**config.mk**
```make
export PLATFORM = sky130hd
export DESIGN_NAME = bp_cce_cfg_endpoint
export DESIGN_NICKNAME = d
export VERILOG_FILES = /design/src/rtl/bp_cce_cfg_endpoint.sv
export SDC_FILE = /design/constraint.sdc
export NUM_CORES = 1
export LEC_CHECK = 0
export BUFFER_PORTS_ARGS = -buffer_cell sky130_fd_sc_hd__buf_2
export CAP_MARGIN = 0
export CORE_AREA = 2 2 178 180
export CTS_CLUSTER_DIAMETER = 120
export DETAILED_ROUTE_END_ITERATION = 12
export DIE_AREA = 0 0 180 182
export GPL_TIMING_DRIVEN = 0
export MAX_ROUTING_LAYER = met4
export PLACE_DENSITY_LB_ADDON = 0.05
export SETUP_SLACK_MARGIN = 0.4
export SYNTH_ARGS = -nofsm -noshare
export SYNTH_HDL_FRONTEND = slang
export SYNTH_SLANG_ARGS = --single-unit
```
**constraint.sdc**
```tcl
create_clock -name clk_i -period 4.2 [get_ports clk_i]
set_input_delay 0 -clock clk_i [delete_from_list [all_inputs] [get_ports clk_i]]
set_output_delay 0 -clock clk_i [all_outputs]
set_load 0.02 [all_outputs]
```
**src/rtl/bp_cce_cfg_endpoint.sv**
```systemverilog
// Config-bus endpoint for the CCE: mode/freeze/hio registers plus ucode RAM access.
// Optional read path enabled by defining BP_CFG_ENDPOINT_RD_EN.

package bp_cce_cfg_endpoint_pkg;

  typedef enum logic [0:0] {e_bp_default_cfg} bp_params_e;

  typedef struct packed {
    int unsigned paddr_width;
    int unsigned did_width;
    int unsigned lce_id_width;
    int unsigned lce_assoc;
  } bp_proc_param_s;

  function automatic bp_proc_param_s bp_get_proc_params(bp_params_e cfg);
    bp_proc_param_s p;
    case (cfg)
      e_bp_default_cfg: p = '{paddr_width: 40, did_width: 3, lce_id_width: 4, lce_assoc: 8};
      default:          p = '{paddr_width: 40, did_width: 3, lce_id_width: 4, lce_assoc: 8};
    endcase
    return p;
  endfunction

  // Header layout, MSB to LSB: payload {did, lce_id, way_id}, size, addr, subop, msg_type.
  function automatic int unsigned cce_mem_header_width(bp_params_e cfg);
    bp_proc_param_s p;
    p = bp_get_proc_params(cfg);
    return 4 + 4 + p.paddr_width + 3 + p.did_width + p.lce_id_width + $clog2(p.lce_assoc);
  endfunction

  localparam int unsigned dword_width_gp    = 64;
  localparam int unsigned dev_addr_width_gp = 20;

  localparam logic [dev_addr_width_gp-1:0] cfg_reg_freeze_gp          = 20'h0_0008;
  localparam logic [dev_addr_width_gp-1:0] cfg_reg_hio_mask_gp        = 20'h0_0028;
  localparam logic [dev_addr_width_gp-1:0] cfg_reg_icache_mode_gp     = 20'h0_0200;
  localparam logic [dev_addr_width_gp-1:0] cfg_reg_dcache_mode_gp     = 20'h0_0400;
  localparam logic [dev_addr_width_gp-1:0] cfg_reg_cce_mode_gp        = 20'h0_0600;
  localparam logic [dev_addr_width_gp-1:0] cfg_mem_cce_ucode_base_gp  = 20'h0_8000;

  typedef enum logic [3:0] {
    e_bedrock_mem_rd    = 4'b0000,
    e_bedrock_mem_wr    = 4'b0001,
    e_bedrock_mem_uc_rd = 4'b0010,
    e_bedrock_mem_uc_wr = 4'b0011
  } bp_bedrock_mem_type_e;

endpackage

module bp_cce_cfg_endpoint
  import bp_cce_cfg_endpoint_pkg::*;
#(
  parameter bp_params_e  bp_params_p           = e_bp_default_cfg,
  parameter int unsigned inst_ram_addr_width_p = 8,
  localparam int unsigned cce_mem_header_width_lp = cce_mem_header_width(bp_params_p)
) (
  input  logic                               clk_i,
  input  logic                               reset_i,

  input  logic [cce_mem_header_width_lp-1:0] io_cmd_header_i,
  input  logic [dword_width_gp-1:0]          io_cmd_data_i,
  input  logic                               io_cmd_v_i,
  input  logic                               io_cmd_last_i,
  output logic                               io_cmd_ready_and_o,

  output logic [cce_mem_header_width_lp-1:0] io_resp_header_o,
  output logic [dword_width_gp-1:0]          io_resp_data_o,
  output logic                               io_resp_v_o,
  output logic                               io_resp_last_o,
  input  logic                               io_resp_ready_and_i,

  output logic                               freeze_o,
  output logic                               icache_mode_o,
  output logic                               dcache_mode_o,
  output logic                               cce_mode_o,
  output logic [dword_width_gp-1:0]          hio_mask_o,

  output logic                               ucode_v_o,
  output logic                               ucode_w_o,
  output logic [inst_ram_addr_width_p-1:0]   ucode_addr_o,
  output logic [dword_width_gp-1:0]          ucode_data_o,
  input  logic [dword_width_gp-1:0]          ucode_data_i
);

  typedef enum logic [1:0] {StReady, StUcodeRd, StResp} state_e;

  localparam logic [dev_addr_width_gp:0] ucode_lo_lp = {1'b0, cfg_mem_cce_ucode_base_gp};
  localparam logic [dev_addr_width_gp:0] ucode_hi_lp =
    ucode_lo_lp + ((dev_addr_width_gp+1)'(8) << inst_ram_addr_width_p);

  state_e state_q, state_d;
  logic freeze_q, freeze_d;
  logic icache_mode_q, icache_mode_d;
  logic dcache_mode_q, dcache_mode_d;
  logic cce_mode_q, cce_mode_d;
  logic [dword_width_gp-1:0] hio_mask_q, hio_mask_d;
  logic [cce_mem_header_width_lp-1:0] resp_header_q, resp_header_d;
  logic [dword_width_gp-1:0] resp_data_q, resp_data_d;

  logic [dev_addr_width_gp-1:0] cmd_dev_addr;
  logic cmd_accept, is_wr;
  logic sel_freeze, sel_icache, sel_dcache, sel_cce, sel_hio, sel_ucode;
  logic ucode_v, ucode_w;

  // Only single-beat commands are legal, so the last flag carries no information.
  logic unused_cmd_last;
  assign unused_cmd_last = io_cmd_last_i;

  assign cmd_dev_addr = io_cmd_header_i[8 +: dev_addr_width_gp];
  assign is_wr        = (io_cmd_header_i[3:0] == e_bedrock_mem_uc_wr);

  assign sel_freeze = (cmd_dev_addr == cfg_reg_freeze_gp);
  assign sel_icache = (cmd_dev_addr == cfg_reg_icache_mode_gp);
  assign sel_dcache = (cmd_dev_addr == cfg_reg_dcache_mode_gp);
  assign sel_cce    = (cmd_dev_addr == cfg_reg_cce_mode_gp);
  assign sel_hio    = (cmd_dev_addr == cfg_reg_hio_mask_gp);
  assign sel_ucode  = ({1'b0, cmd_dev_addr} >= ucode_lo_lp) && ({1'b0, cmd_dev_addr} < ucode_hi_lp);

  // Handshakes are gated by reset so nothing is accepted or emitted in a reset cycle.
  assign io_cmd_ready_and_o = (state_q == StReady) & ~reset_i;
  assign cmd_accept         = io_cmd_v_i & io_cmd_ready_and_o;

`ifdef BP_CFG_ENDPOINT_RD_EN
  logic is_rd;
  logic [dword_width_gp-1:0] rd_val;

  assign is_rd = (io_cmd_header_i[3:0] == e_bedrock_mem_uc_rd);

  always_comb begin
    rd_val = '0;
    if (sel_freeze) rd_val[0] = freeze_q;
    if (sel_icache) rd_val[0] = icache_mode_q;
    if (sel_dcache) rd_val[0] = dcache_mode_q;
    if (sel_cce)    rd_val[0] = cce_mode_q;
    if (sel_hio)    rd_val    = hio_mask_q;
  end
`else
  logic [dword_width_gp-1:0] unused_ucode_data;
  assign unused_ucode_data = ucode_data_i;
`endif

  always_comb begin
    state_d       = state_q;
    freeze_d      = freeze_q;
    icache_mode_d = icache_mode_q;
    dcache_mode_d = dcache_mode_q;
    cce_mode_d    = cce_mode_q;
    hio_mask_d    = hio_mask_q;
    resp_header_d = resp_header_q;
    resp_data_d   = resp_data_q;
    ucode_v       = 1'b0;
    ucode_w       = 1'b0;

    unique case (state_q)
      StReady: begin
        if (cmd_accept) begin
          resp_header_d = io_cmd_header_i;
          resp_data_d   = '0;
          state_d       = StResp;
          if (is_wr) begin
            if (sel_freeze) freeze_d      = io_cmd_data_i[0];
            if (sel_icache) icache_mode_d = io_cmd_data_i[0];
            if (sel_dcache) dcache_mode_d = io_cmd_data_i[0];
            if (sel_cce)    cce_mode_d    = io_cmd_data_i[0];
            if (sel_hio)    hio_mask_d    = io_cmd_data_i;
            if (sel_ucode) begin
              ucode_v = 1'b1;
              ucode_w = 1'b1;
            end
          end
`ifdef BP_CFG_ENDPOINT_RD_EN
          else if (is_rd) begin
            resp_data_d = rd_val;
            if (sel_ucode) begin
              ucode_v = 1'b1;
              state_d = StUcodeRd;
            end
          end
`endif
        end
      end
      StUcodeRd: begin
`ifdef BP_CFG_ENDPOINT_RD_EN
        // RAM returns data one cycle after the read strobe.
        resp_data_d = ucode_data_i;
`endif
        state_d = StResp;
      end
      StResp: begin
        if (io_resp_ready_and_i) state_d = StReady;
      end
      default: state_d = StReady;
    endcase
  end

  always_ff @(posedge clk_i) begin
    if (reset_i) begin
      state_q       <= StReady;
      freeze_q      <= 1'b1;
      icache_mode_q <= 1'b0;
      dcache_mode_q <= 1'b0;
      cce_mode_q    <= 1'b0;
      hio_mask_q    <= '0;
      resp_header_q <= '0;
      resp_data_q   <= '0;
    end else begin
      state_q       <= state_d;
      freeze_q      <= freeze_d;
      icache_mode_q <= icache_mode_d;
      dcache_mode_q <= dcache_mode_d;
      cce_mode_q    <= cce_mode_d;
      hio_mask_q    <= hio_mask_d;
      resp_header_q <= resp_header_d;
      resp_data_q   <= resp_data_d;
    end
  end

  assign io_resp_v_o      = (state_q == StResp) & ~reset_i;
  assign io_resp_last_o   = io_resp_v_o;
  assign io_resp_header_o = resp_header_q;
  assign io_resp_data_o   = resp_data_q;

  assign freeze_o      = freeze_q;
  assign icache_mode_o = icache_mode_q;
  assign dcache_mode_o = dcache_mode_q;
  assign cce_mode_o    = cce_mode_q;
  assign hio_mask_o    = hio_mask_q;

  assign ucode_v_o    = ucode_v;
  assign ucode_w_o    = ucode_w;
  assign ucode_addr_o = inst_ram_addr_width_p'((cmd_dev_addr - cfg_mem_cce_ucode_base_gp) >> 3);
  assign ucode_data_o = io_cmd_data_i;

endmodule

```
==> run_results.csv, run 1 <==
group,metric,value,unit
finish,layout_common_cells,"347 x buf_2, 140 x buf_4, 130 x dfxtp_1, 127 x o21ai_0, 126 x dlygate4sd3_1",
placement,io_buffers,334,
power_and_ir_drop,p_per_area,328,nW/um^2
timing,tightest_slew,0.712,ns
routing,dr.pass1.iters,4,
grt,grt_max_degree,17,
logic_synthesis,ys_seq_elements,130,
clock_network,htree_levels,4,
outcome,status,"completed",
floorplan,die_x,180,um
floorplan,core_area,31000,um^2
logic_synthesis,netlist_instances,745,
floorplan,initial_core_util,0.201,
power_and_ir_drop,p_int,0.00241,W
clock_network,clock_path_buffers,2,
finish,seq_area,2600,um^2
timing,final_hold_viol_count,0,
grt,antenna_found_initial,1,
setup_path,cp_slowest_cell,"clkbuf_1",
timing,setup-tns-final,0,ns
logic_synthesis,synth_cell_type_count,27,
routing,vias,6788,
logic_synthesis,seq_area_frac_synth,0.418,
power_and_ir_drop,p_leak,4.90,nW
routing,drt_iter0_drc,327,
setup_path,rr_worst_depth,6,
routing,ant_nets,0,
grt,grt_pass1_wl,38500,um
setup_path,criticalPathCategory,"reg -> out",
clock_network,clkLatencyLatePin,0.42,ns
finish,layout_commonest_cell,"buf_2",
logic_synthesis,syn-cell-area,6220,um^2
setup_path,worst-r2r-setup-slack,2.13,ns
worst_hold_path,holdCritStartpoint,"reset_i",
power_and_ir_drop,p_sw_frac,0.300,
timing,rsz0062_at_grt,"no",
setup_path,rr_startpoint,"state_q[1]",
setup_path,path_cells,"nor3b_2 -> buf_4 -> clkbuf_1 -> nand2_1 -> nor2_1 -> buf_4 -> buf_2",
clock_network,clock_sinks,130,
finish,fin_area,10500,um^2
finish,drive_gt1_frac,0.412,
clock_network,clkSlewWorstSetupHoldPaths,0.07,ns
timing,finalCritPeriodShare,0.629,
power_and_ir_drop,seqPwrFrac,0.379,
setup_path,worst_ep_arrival_time,2.64,ns
clock_network,clockRootBuffer,"clkbuf_16",
routing,drc,0,
setup_path,crit_required,4.20,ns
timing,slew_headroom,0.525,
timing,maxSlewViolCount,0,
setup_path,cp_max_fo,10,
grt,grt_pass1_vias,6602,
timing,fmax,379,MHz
clock_network,post_cts_buffers,0,
clock_network,ctsResizeCount,0,
placement,placed_cell_area,8640,um^2
setup_path,rr_endpoint,"freeze_o",
floorplan,ios,464,
routing,post_drt_wl_per_cell,14.9,um
floorplan,rows,65,
setup_path,cp-start-kind,"flop",
setup_path,critPathMaxStageDelay,0.44,ns
power_and_ir_drop,combPwrFrac,0.185,
finish,fin_nets,1481,
worst_hold_path,hold_path_class,"in -> reg",
setup_path,crit_path_end_kind,"primary output",
finish,area_growth_syn_to_layout,68.2,%
logic_synthesis,syn_avg_cell_area,8.36,um^2
worst_hold_path,whs_path_depth,4,
grt,busiest_layer,"met2",
timing,clock_skew,0.0138,ns
grt,grt.total_usage,0.154,
grt,overflow,0,
finish,fill_cells,3364,
timing,setup_viol,0,
floorplan,dieArea,32800,um^2
power_and_ir_drop,p_sw,0.00103,W
routing,routed_wl,25400,um
setup_path,cpMostUsedCell,"buf_4",
run,drv_cap,0,
placement,dpl.hpwl,18400,um
finish,multi_input_comb_area,2490,um^2
power_and_ir_drop,peakVddDrop,220,uV
timing,period_needed,2.64,ns
grt,grt_use_met2,0.253,
worst_hold_path,whs_endpoint,"io_resp_header_o[53]",
grt,grtUsageMet3,0.0313,
clock_network,cts_tree,"yes",
clock_network,cts-buffers-inserted,17,
grt,gr-usage-met1,0.193,
logic_synthesis,ys_warn_count,0,
placement,routabilityCongestion,0.724,
power_and_ir_drop,clkPwrFrac,0.436,
floorplan,die_h,182,um
routing,viasPerCell,3.99,
-- registers in the layout, indices dropped and copies added, names as in the netlist --
| register | count |
|---|---|
| icache_mode_o | 1 |
| cce_mode_o | 1 |
| state_q | 1 |
| freeze_o | 1 |
| hio_mask_o | 64 |
| io_resp_header_o | 61 |
| dcache_mode_o | 1 |
-- Yosys cell counts, drive strengths merged --
cell type  number  area, um^2
nand3           1        10.0
a21oi          66         330
clkbuf         39         146
nor4b           3        26.3
a21o            1        7.51
nor3b           1        12.5
or3             3        18.8
nor2b           1        6.26
nor4            4        67.6
conb            1        3.75
o21ai         127         636
mux2i           2        20.0
dfxtp         130        2600
nor2            4        15.0
buf           162        1220
and4bb          2        25.0
inv             2        7.51
and3            2        12.5
nand2b         62         388
nand4          67         425
nor3            2        10.0
nand2          63         236
-- per-stage QoR --
step	std cells	total power [W]	hold WS, ns	setup slack (ns)	util
2_1_floorplan	808	0.00167	0.109	2.61	-
3_3_place_gp	1544	0.00188	0.198	1.84	0.279
3_5_place_dp	1544	0.00187	0.197	1.82	0.279
4_1_cts	1702	0.00350	0.274	1.35	0.338
5_1_grt	1703	0.00360	0.312	1.28	0.338
6_report	1703	0.00344	0.296	1.56	0.338
-- how the worst max path moves through the flow --
stage                           end       start  cells after the start  slack [ns]
after floorplan           ucode_w_o  state_q[1]                      6        2.61
after global placement    ucode_w_o  state_q[1]                      7        1.84
after detailed placement  ucode_w_o  state_q[1]                      7        1.82
after CTS                 ucode_w_o  state_q[1]                      7        1.35
after global routing      ucode_w_o  state_q[1]                      7        1.28
final                     ucode_w_o  state_q[1]                      7        1.56
-- cells by family (layout without fill, tap and decap cells) --
group	count (synthesis)	after routing	synth area share
other	1	65	0.000602
buffers and inverters	203	695	0.220
flip-flops	130	130	0.418
AO/OA/AOI/OAI	194	194	0.156
multiplexers	2	2	0.00322
AND/OR/NAND/NOR	215	215	0.201
-- layout make-up --
class,count,share of cell area
repair buffers,460,0.280
flip-flops and latches,130,0.249
multi-input cells,475,0.238
plain buffers,201,0.130
well taps,402,0.0480
clock buffers,17,0.0406
clock inverters,15,0.0140
inverters,2,0.000717
diodes,1,0.000239
-- per-layer routing --
metal  part of all wire  vias to the layer above  wire [um]
met5                  0                        -          0
met3              0.050                       19       1260
li1                   -                     3443          -
met1               0.45                     3094      11500
met2               0.48                      232      12300
met4              0.014                        0        355
-- power by group through the flow --
stage          Clock, W  Combinational [W]  Sequential (W)
2_1_floorplan         0           0.000282         0.00138
3_3_place_gp          0           0.000548         0.00133
3_5_place_dp          0           0.000546         0.00133
4_1_cts         0.00156           0.000639         0.00130
5_1_grt         0.00160           0.000686         0.00131
6_report        0.00150           0.000636         0.00130
-- worst max-delay path, delay by kind of cell, from the launching register on --
family,cells,cell delay (ns)
buffers and inverters,4,1.01
AND/OR/NAND/NOR,3,0.88
flip-flops,1,0.33
-- timing repair --
item                       4_1_cts  5_1_grt
hold buffers                   126        0
setup endpoints to repair        0        0
hold endpoints to repair       127        0
No activity file was read; power rests on OpenSTA's default activity.
==> run 2, diff against run 1 <==
- clock period: 4.2 -> 2.21 ns (I/O delays scaled with it)
==> run 2 against run 1 <==
Via count grew 2.0%. Highest routed layer unchanged. Power grew 91%. Final cell count grew 1.0%. Routed wire length grew 1.7%. Register-to-register slack lost 1.7 ns. Combinational power grew 93%. Clock-buffer cell count is the same.
==> run_results.csv, run 2 (synthesized netlist as in run 1, its figures left out) <==
group,metric,value,unit
clock_network,htree_levels,4,
routing,vias,6925,
worst_hold_path,whs_endpoint,"freeze_o",
floorplan,die_x,180,um
floorplan,ios,464,
clock_network,clockRootBuffer,"clkbuf_16",
floorplan,die_h,182,um
grt,overflow,0,
grt,grt.total_usage,0.155,
floorplan,core_area,31000,um^2
clock_network,clock_sinks,130,
power_and_ir_drop,peakVddDrop,415,uV
setup_path,crit_path_end_kind,"flop",
power_and_ir_drop,p_per_area,604,nW/um^2
setup_path,worst_ep_arrival_time,2.11,ns
power_and_ir_drop,p_leak,5.06,nW
setup_path,path_buf_inv,4,
grt,grt_pass1_wl,38500,um
floorplan,initial_core_util,0.201,
worst_hold_path,hold_path_class,"in -> reg",
setup_path,cp_slowest_cell,"dfxtp_2",
routing,routed_wl,25800,um
placement,place_ws,-0.173,ns
run,drv_cap,0,
setup_path,rr_endpoint,"hio_mask_o[32]",
grt,grt_max_degree,17,
clock_network,cts-buffers-inserted,17,
clock_network,cts_tree,"yes",
timing,hold_ws,0.0535,ns
timing,setup_ws,0.437,ns
placement,dpl.hpwl,18400,um
finish,fin_nets,1496,
timing,tightest_slew,0.718,ns
setup_path,crit_required,2.55,ns
clock_network,clock_path_buffers,2,
clock_network,clkLatencyLatePin,0.42,ns
setup_path,rr_startpoint,"state_q[1]",
finish,layout_commonest_cell,"buf_2",
setup_path,cp_max_fo,6,
timing,fmax,564,MHz
timing,maxSlewViolCount,0,
finish,largest_reg_flops,64,
power_and_ir_drop,total_power,0.00654,W
routing,dr.pass1.iters,5,
outcome,status,"completed",
clock_network,clkSlewWorstSetupHoldPaths,0.06,ns
timing,slew_headroom,0.521,
setup_path,path_cells,"nor3b_4 -> buf_6 -> buf_8 -> and3_4 -> buf_12 -> clkbuf_16 -> nand4_1 -> a21oi_1",
finish,fin_area,10800,um^2
routing,viasPerCell,4.03,
setup_path,critPathMaxStageDelay,0.34,ns
timing,clock_skew,0.0142,ns
timing,rsz0062_at_grt,"yes",
finish,area_growth_syn_to_layout,74.1,%
routing,drc,0,
setup_path,cp-start-kind,"flop",
setup_path,rr_worst_depth,8,
setup_path,critical-path-top-delay-family,"simple AND/OR/NAND/NOR gates",
timing,period_needed,1.77,ns
timing,finalCritPeriodShare,0.802,
floorplan,rows,65,
floorplan,dieArea,32800,um^2
timing,final_hold_viol_count,0,
worst_hold_path,holdCritStartpoint,"io_cmd_header_i[23]",
placement,io_buffers,334,
setup_path,criticalPathCategory,"reg -> reg",
routing,post_drt_wl_per_cell,15.0,um
finish,drive_gt1_frac,0.437,
worst_hold_path,whs_path_depth,5,
setup_path,worst-r2r-setup-slack,0.44,ns
placement,routabilityCongestion,0.724,
routing,ant_nets,0,
finish,layout_common_cells,"349 x buf_2, 147 x buf_4, 129 x dfxtp_1, 126 x dlygate4sd3_1, 102 x o21ai_0",
placement,placed_cell_area,8640,um^2
routing,drt_iter0_drc,302,
grt,antenna_found_initial,3,
grt,grt_pass1_vias,6557,
timing,setup_viol,0,
[run 2: cell types whose count changed in the layout (fill, tap and decap cells not counted), moves of 5 or more]
cell       previous run  this run
o21ai_0             127       102
o21ai_1               0        23
a21oi_1              66        57
a21oi_2               0         9
clkbuf_1             39        30
buf_4               140       147
buf_8                 0         7
clkbuf_16            17        23
buf_6                 9         4
clkbuf_2              0         5
[run 2: worst min-delay path: stages]
cell     delay, ns
buf_2         0.11
nor4_4        0.06
nand2_1       0.07
nor3_1        0.06
mux2i_1       0.11
[run 2: report_power, final]
| part | internal (W) | switching (W) |
|---|---|---|
| Clock | 0.00158 | 0.00126 |
| Combinational | 0.000577 | 0.000653 |
| Sequential | 0.00243 | 0.0000436 |
[run 2: how the worst max path moves through the flow]
stage                    start  cells after the start  slack [ns]             end
floorplan           state_q[1]                      6        0.62       ucode_w_o
CTS                 state_q[1]                      7        0.29       ucode_w_o
global route        state_q[1]                      8        0.35  hio_mask_o[30]
finish              state_q[1]                      8        0.44  hio_mask_o[32]
detailed placement  state_q[1]                      7       -0.17       ucode_w_o
global placement    state_q[1]                      7       -0.15       ucode_w_o
[run 2: what timing repair did]
item | in CTS | in global routing
endpoints found under the hold margin | 127 | 0
buffers inserted | 2 | 6
resized for setup | 11 | 70
cloned | 0 | 7
setup endpoints to repair | 127 | 64
hold buffers | 126 | 0
pin swaps | 2 | 66
[run 2: final cells by class]
type,instances,area [um^2]
inverter,2,7.51
clock inverter,15,146
timing repair buffer,475,3160
sequential,130,2600
tap,402,503
multi-input combinational,475,2550
fill,3331,20100
antenna,3,7.51
clock buffer,17,425
buffer,201,1430
[run 2: metrics by stage]
stage	util	instances	setup TNS [ns]
6_report	0.350	1720	0
5_1_grt	0.350	1720	0
4_1_cts	0.339	1704	0
3_5_place_dp	0.279	1544	-0.265
3_3_place_gp	0.279	1544	-0.223
2_1_floorplan	-	808	0
[run 2: layer usage]
metal | global-route usage | up-vias | part of all wire
met1 | 0.193 | 3172 | 0.45
li1 | - | 3490 | -
met3 | 0.0327 | 15 | 0.054
met5 | - | - | 0
met2 | 0.254 | 248 | 0.48
met4 | 0.0410 | 0 | 0.011
